===== config.mk =====
export PLATFORM = sky130hd
export DESIGN_NAME = tetris_move_scheduler
export DESIGN_NICKNAME = d
export VERILOG_FILES = /design/src/rtl/tetris_pkg.sv /design/src/rtl/move_fifo.sv /design/src/rtl/tetris_move_scheduler.sv
export SDC_FILE = /design/constraint.sdc
export NUM_CORES = 1
export LEC_CHECK = 0
export CAP_MARGIN = 20
export CORE_MARGIN = 5
export CORE_UTILIZATION = 29
export CTS_CLUSTER_DIAMETER = 150
export DETAILED_ROUTE_END_ITERATION = 7
export GPL_ROUTABILITY_DRIVEN = 0
export REMOVE_ABC_BUFFERS = 1
export SETUP_SLACK_MARGIN = 0.3
export SYNTH_ARGS = -nofsm -noshare
export SYNTH_HDL_FRONTEND = slang
export SYNTH_SLANG_ARGS = --single-unit

===== constraint.sdc =====
create_clock -name clock -period 2.74 [get_ports clock]
set_clock_uncertainty 0.1 [all_clocks]
set_input_delay 0.685 -clock clock [delete_from_list [all_inputs] [get_ports clock]]
set_output_delay 0.685 -clock clock [all_outputs]
set_load 0.02 [all_outputs]

===== src/rtl/tetris_pkg.sv =====
// Shared command codes, PS2 scan constants, FSM states and the key map
// used by the Tetris move scheduler.
package tetris_pkg;

  localparam int unsigned CMD_W = 3;

  localparam logic [CMD_W-1:0] CMD_NOP       = 3'd0;
  localparam logic [CMD_W-1:0] CMD_LEFT      = 3'd1;
  localparam logic [CMD_W-1:0] CMD_RIGHT     = 3'd2;
  localparam logic [CMD_W-1:0] CMD_ROTATE    = 3'd3;
  localparam logic [CMD_W-1:0] CMD_DOWN      = 3'd4;
  localparam logic [CMD_W-1:0] CMD_HARD_DROP = 3'd5;

  localparam logic [7:0] SC_BREAK = 8'hF0;
  localparam logic [7:0] SC_EXT   = 8'hE0;
  localparam logic [7:0] SC_LEFT  = 8'h6B;
  localparam logic [7:0] SC_RIGHT = 8'h74;
  localparam logic [7:0] SC_UP    = 8'h75;
  localparam logic [7:0] SC_DOWN  = 8'h72;
  localparam logic [7:0] SC_SPACE = 8'h29;

  typedef enum logic [1:0] {
    ST_PAUSED = 2'd0,
    ST_IDLE   = 2'd1,
    ST_ISSUE  = 2'd2
  } state_e;

  typedef struct packed {
    logic             hit;
    logic [CMD_W-1:0] code;
  } key_map_t;

  // Make-code to move command; prefix/break bytes and unknown keys never hit.
  function automatic key_map_t map_scan(input logic [7:0] sc);
    key_map_t m;
    m.hit  = 1'b1;
    m.code = CMD_NOP;
    case (sc)
      SC_LEFT:  m.code = CMD_LEFT;
      SC_RIGHT: m.code = CMD_RIGHT;
      SC_UP:    m.code = CMD_ROTATE;
      SC_DOWN:  m.code = CMD_DOWN;
      SC_SPACE: m.code = CMD_HARD_DROP;
      SC_EXT:   m.hit  = 1'b0;
      SC_BREAK: m.hit  = 1'b0;
      default:  m.hit  = 1'b0;
    endcase
    return m;
  endfunction

endpackage


===== src/rtl/move_fifo.sv =====
// Small synchronous FIFO of move codes with flush; a push into a full FIFO
// is accepted only when a pop frees a slot in the same cycle.
module move_fifo
  import tetris_pkg::*;
#(
  parameter int unsigned DEPTH = 4,
  parameter int unsigned CW    = $clog2(DEPTH + 1)
) (
  input  logic             clock,
  input  logic             resetn,
  input  logic             push,
  input  logic [CMD_W-1:0] push_data,
  input  logic             pop,
  input  logic             flush,
  output logic [CMD_W-1:0] head,
  output logic             full,
  output logic             empty,
  output logic [CW-1:0]    count
);

  localparam int unsigned AW = (DEPTH > 1) ? $clog2(DEPTH) : 1;

  logic [CMD_W-1:0] mem [DEPTH];
  logic [AW-1:0]    wr_ptr;
  logic [AW-1:0]    rd_ptr;
  logic             do_push;
  logic             do_pop;

  assign full    = (count == CW'(DEPTH));
  assign empty   = (count == '0);
  assign do_push = push && (!full || pop);
  assign do_pop  = pop && !empty;
  assign head    = mem[rd_ptr];

  always_ff @(posedge clock or negedge resetn) begin
    if (!resetn) begin
      wr_ptr <= '0;
      rd_ptr <= '0;
      count  <= '0;
    end else if (flush) begin
      wr_ptr <= '0;
      rd_ptr <= '0;
      count  <= '0;
    end else begin
      if (do_push) wr_ptr <= wr_ptr + AW'(1);
      if (do_pop)  rd_ptr <= rd_ptr + AW'(1);
      count <= count + CW'(do_push) - CW'(do_pop);
    end
  end

  // Storage carries no reset; occupancy alone decides what is valid.
  always_ff @(posedge clock) begin
    if (do_push && !flush) mem[wr_ptr] <= push_data;
  end

endmodule


===== src/rtl/tetris_move_scheduler.sv =====
// Arbitrates PS2 key moves and gravity ticks into a single valid/ready
// command stream for the board logic; gravity wins over queued keys.
module tetris_move_scheduler
  import tetris_pkg::*;
#(
  parameter int unsigned TICK_DIV = 50000000,
  parameter int unsigned QDEPTH   = 4,
  parameter int unsigned CNT_W    = 26
) (
  input  logic             clock,
  input  logic             resetn,
  input  logic [7:0]       key_data,
  input  logic             key_pressed,
  input  logic             game_active,
  input  logic             game_over,
  input  logic [3:0]       level,
  output logic             cmd_valid,
  output logic [CMD_W-1:0] cmd_code,
  input  logic             cmd_ready,
  output logic             cmd_is_gravity,
  output logic             key_dropped,
  output logic [2:0]       fifo_count
);

  localparam int unsigned FCW = $clog2(QDEPTH + 1);
  localparam logic [CNT_W-1:0] TICK_BASE = CNT_W'(TICK_DIV);

  state_e           state;
  logic             brk;
  logic             tick_pending;
  logic [CNT_W-1:0] grav_cnt;
  logic [CNT_W-1:0] shifted_c;
  logic [CNT_W-1:0] period_c;
  logic [CNT_W-1:0] last_c;
  logic [2:0]       lvl_c;
  key_map_t         map_c;
  logic             pause_c;
  logic             running_c;
  logic             wrap_c;
  logic             push_c;
  logic             pop_c;
  logic             full_c;
  logic             empty_c;
  logic [CMD_W-1:0] head_c;
  logic [FCW-1:0]   count_c;

  assign pause_c   = !game_active || game_over;
  assign running_c = (state != ST_PAUSED) && !pause_c;

  // Gravity period: base shifted by a level saturated at 7, never below 1.
  assign lvl_c     = (level > 4'd7) ? 3'd7 : level[2:0];
  assign shifted_c = TICK_BASE >> lvl_c;
  assign period_c  = (shifted_c == '0) ? CNT_W'(1) : shifted_c;
  assign last_c    = period_c - CNT_W'(1);
  assign wrap_c    = running_c && (grav_cnt >= last_c);

  assign map_c  = map_scan(key_data);
  assign push_c = key_pressed && !brk && map_c.hit && !pause_c;
  assign pop_c  = (state == ST_IDLE) && !pause_c && !tick_pending && !empty_c;

  move_fifo #(
    .DEPTH (QDEPTH),
    .CW    (FCW)
  ) u_fifo (
    .clock     (clock),
    .resetn    (resetn),
    .push      (push_c),
    .push_data (map_c.code),
    .pop       (pop_c),
    .flush     (pause_c),
    .head      (head_c),
    .full      (full_c),
    .empty     (empty_c),
    .count     (count_c)
  );

  assign fifo_count = 3'(count_c);

  // Break-code tracking and gravity counter.
  always_ff @(posedge clock or negedge resetn) begin
    if (!resetn) begin
      brk         <= 1'b0;
      grav_cnt    <= '0;
      key_dropped <= 1'b0;
    end else begin
      key_dropped <= push_c && full_c && !pop_c;
      if (pause_c) begin
        brk <= 1'b0;
      end else if (key_pressed) begin
        if (key_data == SC_BREAK) brk <= 1'b1;
        else if (brk)             brk <= 1'b0;
      end
      if (!running_c || wrap_c) grav_cnt <= '0;
      else                      grav_cnt <= grav_cnt + CNT_W'(1);
    end
  end

  // Command FSM with registered handshake outputs.
  always_ff @(posedge clock or negedge resetn) begin
    if (!resetn) begin
      state          <= ST_PAUSED;
      tick_pending   <= 1'b0;
      cmd_valid      <= 1'b0;
      cmd_code       <= CMD_NOP;
      cmd_is_gravity <= 1'b0;
    end else if (pause_c) begin
      state          <= ST_PAUSED;
      tick_pending   <= 1'b0;
      cmd_valid      <= 1'b0;
      cmd_code       <= CMD_NOP;
      cmd_is_gravity <= 1'b0;
    end else begin
      if (wrap_c) tick_pending <= 1'b1;
      case (state)
        ST_PAUSED: state <= ST_IDLE;
        ST_IDLE: begin
          if (tick_pending) begin
            if (!wrap_c) tick_pending <= 1'b0;
            cmd_code       <= CMD_DOWN;
            cmd_is_gravity <= 1'b1;
            cmd_valid      <= 1'b1;
            state          <= ST_ISSUE;
          end else if (!empty_c) begin
            cmd_code       <= head_c;
            cmd_is_gravity <= 1'b0;
            cmd_valid      <= 1'b1;
            state          <= ST_ISSUE;
          end
        end
        ST_ISSUE: begin
          if (cmd_ready) begin
            cmd_valid      <= 1'b0;
            cmd_code       <= CMD_NOP;
            cmd_is_gravity <= 1'b0;
            state          <= ST_IDLE;
          end
        end
        default: state <= ST_PAUSED;
      endcase
    end
  end

endmodule


Yosys cells after proc, flatten, opt, wreduce, memory -nomap -nowiden. Memories as Yosys holds them, arrays and structs flattened. Index checks and enable logic that the tools add are counted.

Register bits: 43. Bits in latches: 0. RAM bits: 12. Bits in read-only memories: 0. Output and inout bits: 9. Memories: 1.

Memories: u_fifo.mem (depth 4, bits a word 3, read ports 1, clocked after memory_dff 0, write ports 1, line move_fifo.sv:23) `logic [CMD_W-1:0] mem [DEPTH];`.

Add/sub/neg operators: 6. $mul: 0. Divide/modulo/power cells: 0. Order comparisons: 2. Eq/ne operators: 11. Shift operators: 1. Multiplexer cells: 39. Bitwise operators: 0. Reduce and logical (&&, ||, !) cells: 35.

Operator list (number): 26-bit two-way mux (2); 8-bit by 7-bit equality test with 1-bit output, second input constant (4); 26-bit by 1-bit adder with 26-bit output, second input constant (1); 26-bit >= comparator (1); 26-bit zero test (1); 26-bit by 3-bit >> shifter with 26-bit output, first input constant (1); 26-bit by 1-bit subtractor with 26-bit output, second input constant (1); 1-bit two-way mux (18); 3-bit two-way mux (6); 2-bit two-way mux (8); 3-bit case mux with 5 select lines (1); 1-bit logical AND (13); 8-bit by 6-bit equality test with 1-bit output, second input constant (1); 8-bit equality test, second input constant (1); 1-bit zero test (8); 2-bit nonzero test (4); 2-bit case mux with 3 select lines (1); 3-bit case mux with 2 select lines (1); 5-bit OR reduction (1); 2-bit by 1-bit adder with 2-bit output, second input constant (2); 4-bit by 3-bit greater-than comparator with 1-bit output, second input constant (1); 4-bit by 3-bit != test with 1-bit output, second input constant (1); 1-bit case mux with 2 select lines (2); 3-bit by 1-bit adder with 3-bit output (1); other kinds (11) (13).

Logic depth before layout (Yosys ltp).
Word-level depth: 13. Gate-level depth with buffers: 16. Gate-level depth less buffers: 13.

Cells and area by module. From an unflattened synthesis, not the netlist that was laid out.

Cells, all modules: 364. Area, all modules: 3653.5 um^2.

By module, submodules not included: tetris_move_scheduler (instances 1, cells each 300, area an instance 2738.9 um^2, seq. area each 900.9 um^2); move_fifo (instances 1, cells each 64, area an instance 914.6 um^2, seq. area each 535.5 um^2).

Worst setup path before layout. Ideal clock, no wire load.

Path type: input-to-reg. From: in level[1]. To: reg grav_cnt[10]. Library setup time: 71 ps. Arrival: 3364 ps. Data required time: 2569 ps. Slack: -795 ps. Stages: 16. Path through: clkbuf_1 nand2_1 or3_1 ha_1 o31ai_1 o21ai_0 and2_1 ha_1 a211oi_1 nand2_1 a211oi_1 a2111oi_2 or3_1 buf_6 buf_8 nor2_1.

Cells in the longest elaborated chain, start to end: 10.

RTL lines: from (decl) (line tetris_move_scheduler.sv:16) `input logic [3:0] level,`; 4-bit by 3-bit greater-than comparator with 1-bit output (line tetris_move_scheduler.sv:51) `assign lvl_c = (level > 4'd7) ? 3'd7 : level[2:0];`; 3-bit two-way mux * (line tetris_move_scheduler.sv:51); 26-bit by 3-bit >> shifter with 26-bit output * (line tetris_move_scheduler.sv:52) `assign shifted_c = TICK_BASE >> lvl_c;`; 26-bit zero test (line tetris_move_scheduler.sv:53) `assign period_c = (shifted_c == '0) ? CNT_W'(1) : shifted_c;`; 26-bit two-way mux * (line tetris_move_scheduler.sv:53); 26-bit by 1-bit subtractor with 26-bit output * (line tetris_move_scheduler.sv:54) `assign last_c = period_c - CNT_W'(1);`; 26-bit >= comparator * (line tetris_move_scheduler.sv:55) `assign wrap_c = running_c && (grav_cnt >= last_c);`; 1-bit logical AND * (line tetris_move_scheduler.sv:55); 1-bit logical OR * (line tetris_move_scheduler.sv:93) `if (!running_c || wrap_c) grav_cnt <= '0;`; 26-bit two-way mux * (line tetris_move_scheduler.sv:93); to (signal assigned) (line tetris_move_scheduler.sv:94) `else grav_cnt <= grav_cnt + CNT_W'(1);`; to (decl) (line tetris_move_scheduler.sv:31) `logic [CNT_W-1:0] grav_cnt;`.

Every way passes the cells marked *; elsewhere a longest branch is shown, timed or not. A chain may end at the register's enable or synchronous reset.

Worst setup path in the final report.
From: in level[2]. To: reg grav_cnt[4].

Same word-level chain as after synthesis.

==> impl_metrics.tcl <==
set metrics [dict create \
    maxCapViolations 0 \
    power_frac_comb_pct 15.8 \
    pwr-share-seq_pct 48.5 \
    first_global_vias 3194 \
    max_freq_ghz 0.3148 \
    switchingPower_uw 425.4 \
    synth_common_cells "nor2_1, dfrtp_1, ha_1, nand2_1, xor2_1" \
    wl_met1_mm 3.934 \
    port_buffers 26 \
    dp_hpwl_mm 5.887 \
    cp-start-kind "input pin" \
    ant_nets 0 \
    core_area_sq_mm 0.01191 \
    violations "negative setup slack" \
    routed.top_layer "met4" \
    yosysTopAreaCell "dfrtp_1" \
    leakage_nw 2.119 \
    drc_errors 0 \
    die_y_um 119.8 \
    fin_crit_sh_pct 115.9 \
    io-pin-count 27 \
    num_vias 2989 \
    htree_levels 2 \
    arrival_ns 3.31 \
    numCtsBuffers 5 \
    p_per_area_mw_per_mm2 335.5 \
    grt.total_usage_pct 13.01 \
    critical_path.endpoint_type "flip-flop" \
    met2_length_mm 4.618 \
    critPathMaxFanout 7 \
    layout.nets 501 \
    ys_top_cells_by_area "dfrtp_1, ha_1, edfxtp_1" \
    synth_most_common_cell "nor2_1" \
    hold_slack_ns 0.3635 \
    drt_iter0_drc 96 \
    power_frac_clock_pct 35.7 \
    worstReg2RegStart "grav_cnt[19]" \
    areaGrowthSynthToFinish_pct 47.85 \
    clock_latency_ns 0.29 \
    grt_max_degree 44 \
    overflow 0 \
    p_int_mw 1.308 \
    period_minus_slack_ns 3.177 \
    synth.top_cell.area_share_pct 30.80 \
    r2r_setup_slack_ns 0.14 \
    synth_edf_count 12 \
    n_antenna_cell 0 \
    dieArea_sq_mm 0.01434 \
    wl_mm 8.981 \
    clkTransAtPathRegs_ns 0.07 \
    rsz0062_at_grt "yes" \
    irDropWorstVdd_mv 0.2470 \
    row_count 40 \
    status "finished with violations" \
    p_sw_share_pct 24.55 \
    drive_gt1_share_pct 37.72 \
    rr_worst_depth 10 \
    fin_ws_ns -0.4366 \
    worstReg2RegEnd "grav_cnt[7]" \
    slew_headroom_pct 59.51 \
    synthArstFlopShare_pct 78.18 \
    worst_pin_slew_ns 0.6018 \
    drt_first_pass_iters 4 \
    setup_viol 27 \
    hold_path.class "input pin to async pin" \
    grt_pass1_wl_mm 15.26 \
    start_util_pct 29.33 \
    p_total_mw 1.733 \
    critPathRequiredTime_ns 2.87 \
    yosysWarnings 0 \
    cts.sinks 55 \
    synth_cell_types 47 \
    ys_seq_area_share_pct 41.12 \
    cts_tree "done" \
    syn_avg_cell_area_sq_um 9.650 \
    cts_max_path_buffers 2 \
    slew_viol_final 0 \
    synth_area_sq_mm 0.003493 \
    antenna_found_initial 0 \
    cts_root_buf "clkbuf_16" \
    synth_seq_cells 55 \
    synth_cells 362 \
    dieWidth_um 119.8 \
    path_class "input pin to flip-flop" \
    avgRoutedWirePerCell_um 15.09 \
    finalHoldViolCount 0 \
    synth_ff_type "dfrtp_1" \
    dr_wl_met3_um 252 \
    via_per_inst 5.024 \
]
## logic make-up after synthesis
group           share of synthesized area (%)
flops                                   41.12
mux                                     2.507
simple gates                            22.89
compound gates                          9.384
fa+ha+maj                               12.75
xor+xnor                                7.772
buf+inv                                 3.581
## state kept, by name, indices dropped and copies added (netlist names)
signal,count
brk,1
cmd_code,3
cmd_is_gravity,1
cmd_valid,1
grav_cnt,26
key_dropped,1
state,2
tick_pending,1
u_fifo.count,3
u_fifo.mem,12
u_fifo.rd_ptr,2
u_fifo.wr_ptr,2
## worst max-delay path: stages
cell and delay, ns:
buf_8 0.08, nand2_4 0.04, or3_4 0.37, ha_4 0.19
o31ai_2 0.06, o21ai_1 0.09, and2_4 0.15, ha_4 0.15
a211oi_2 0.14, nand2_1 0.09, a211oi_2 0.28, a2111oi_4 0.13
or3_4 0.36, buf_6 0.13, buf_12 0.12, buf_16 0.15
nor2_4 0.09
## area by class of cell
class / count / area [sq um]
clock buffer: 6 / 128.9
clock inverter: 1 / 7.507
fill: 1131 / 6746
inverter: 12 / 47.55
multi-input combinational: 282 / 2485
sequential: 55 / 1436
tap: 147 / 183.9
timing repair buffer: 92 / 875.8
## worst max path at each step
stage | start | end | slack (ns) | cells after the start
2_1_floorplan | level[3] | grav_cnt[10] | -0.65 | 12
5_1_grt | level[1] | grav_cnt[4] | -0.51 | 17
3_5_place_dp | level[1] | grav_cnt[18] | -1.17 | 15
6_report | level[2] | grav_cnt[4] | -0.44 | 17
3_3_place_gp | level[2] | grav_cnt[25] | -1.05 | 14
4_1_cts | level[2] | grav_cnt[10] | -0.38 | 15
## metrics by stage
stage               instances  setup TNS (ns)  cell area, sq um  utilization (%)  setup WS, ns
global placement          563          -32.06              4173            35.03        -1.052
detailed placement        563          -35.06              4173            35.03        -1.168
floorplan                 349          -16.97              3413                -       -0.6456
CTS                       593          -8.607              4950            41.55       -0.3841
finish                    595          -9.810              5165            43.36       -0.4366
global route              595          -12.20              5165            43.36       -0.5063
## layer usage
layer  global-route usage, %  vias to the layer above
li1                        -                     1450
met1                   16.05                     1459
met2                   23.16                       61
met3                   2.168                       19
met4                   4.080                        0
met5                       0                        -
## power groups by stage
stage / clock network [mW] / logic (mW) / registers, mW
6_report: 0.618 / 0.275 / 0.840
5_1_grt: 0.673 / 0.300 / 0.840
4_1_cts: 0.640 / 0.244 / 0.839
3_5_place_dp: 0 / 0.184 / 0.856
3_3_place_gp: 0 / 0.179 / 0.856
2_1_floorplan: 0 / 0.0740 / 0.856
## what timing repair did
item / in CTS / in global routing
setup buffers: 20 / 2
pin swaps: 62 / 22
cloned: 3 / 0
hold buffers: 0 / 0
resized for setup: 149 / 37
setup endpoints to repair: 43 / 41
## layout by cell type (no fill, tap or decap), drive strengths merged, types with 2 or more instances in the layout
master | Yosys | layout
dlygate4sd2 | 0 | 4
a211oi | 5 | 5
xnor2 | 9 | 9
ha | 34 | 34
and4 | 2 | 2
inv | 12 | 12
edfxtp | 12 | 12
o2111ai | 2 | 2
nand4 | 12 | 12
o21ai | 11 | 11
nand3b | 3 | 3
o21a | 2 | 2
nor3b | 3 | 3
mux2i | 2 | 2
nand2 | 34 | 34
xor2 | 22 | 22
a22o | 2 | 2
o31ai | 3 | 3
clkbuf | 9 | 6
mux4 | 3 | 3
or3 | 2 | 2
nor3 | 6 | 6
and3 | 5 | 5
nor2b | 6 | 6
nand3 | 14 | 14
nor2 | 48 | 48
clkdlybuf4s50 | 0 | 11
nand2b | 5 | 5
a21oi | 19 | 19
dfrtp | 43 | 43
and2 | 12 | 12
a21o | 3 | 3
buf | 4 | 75
(Power assumes the default switching activity.)
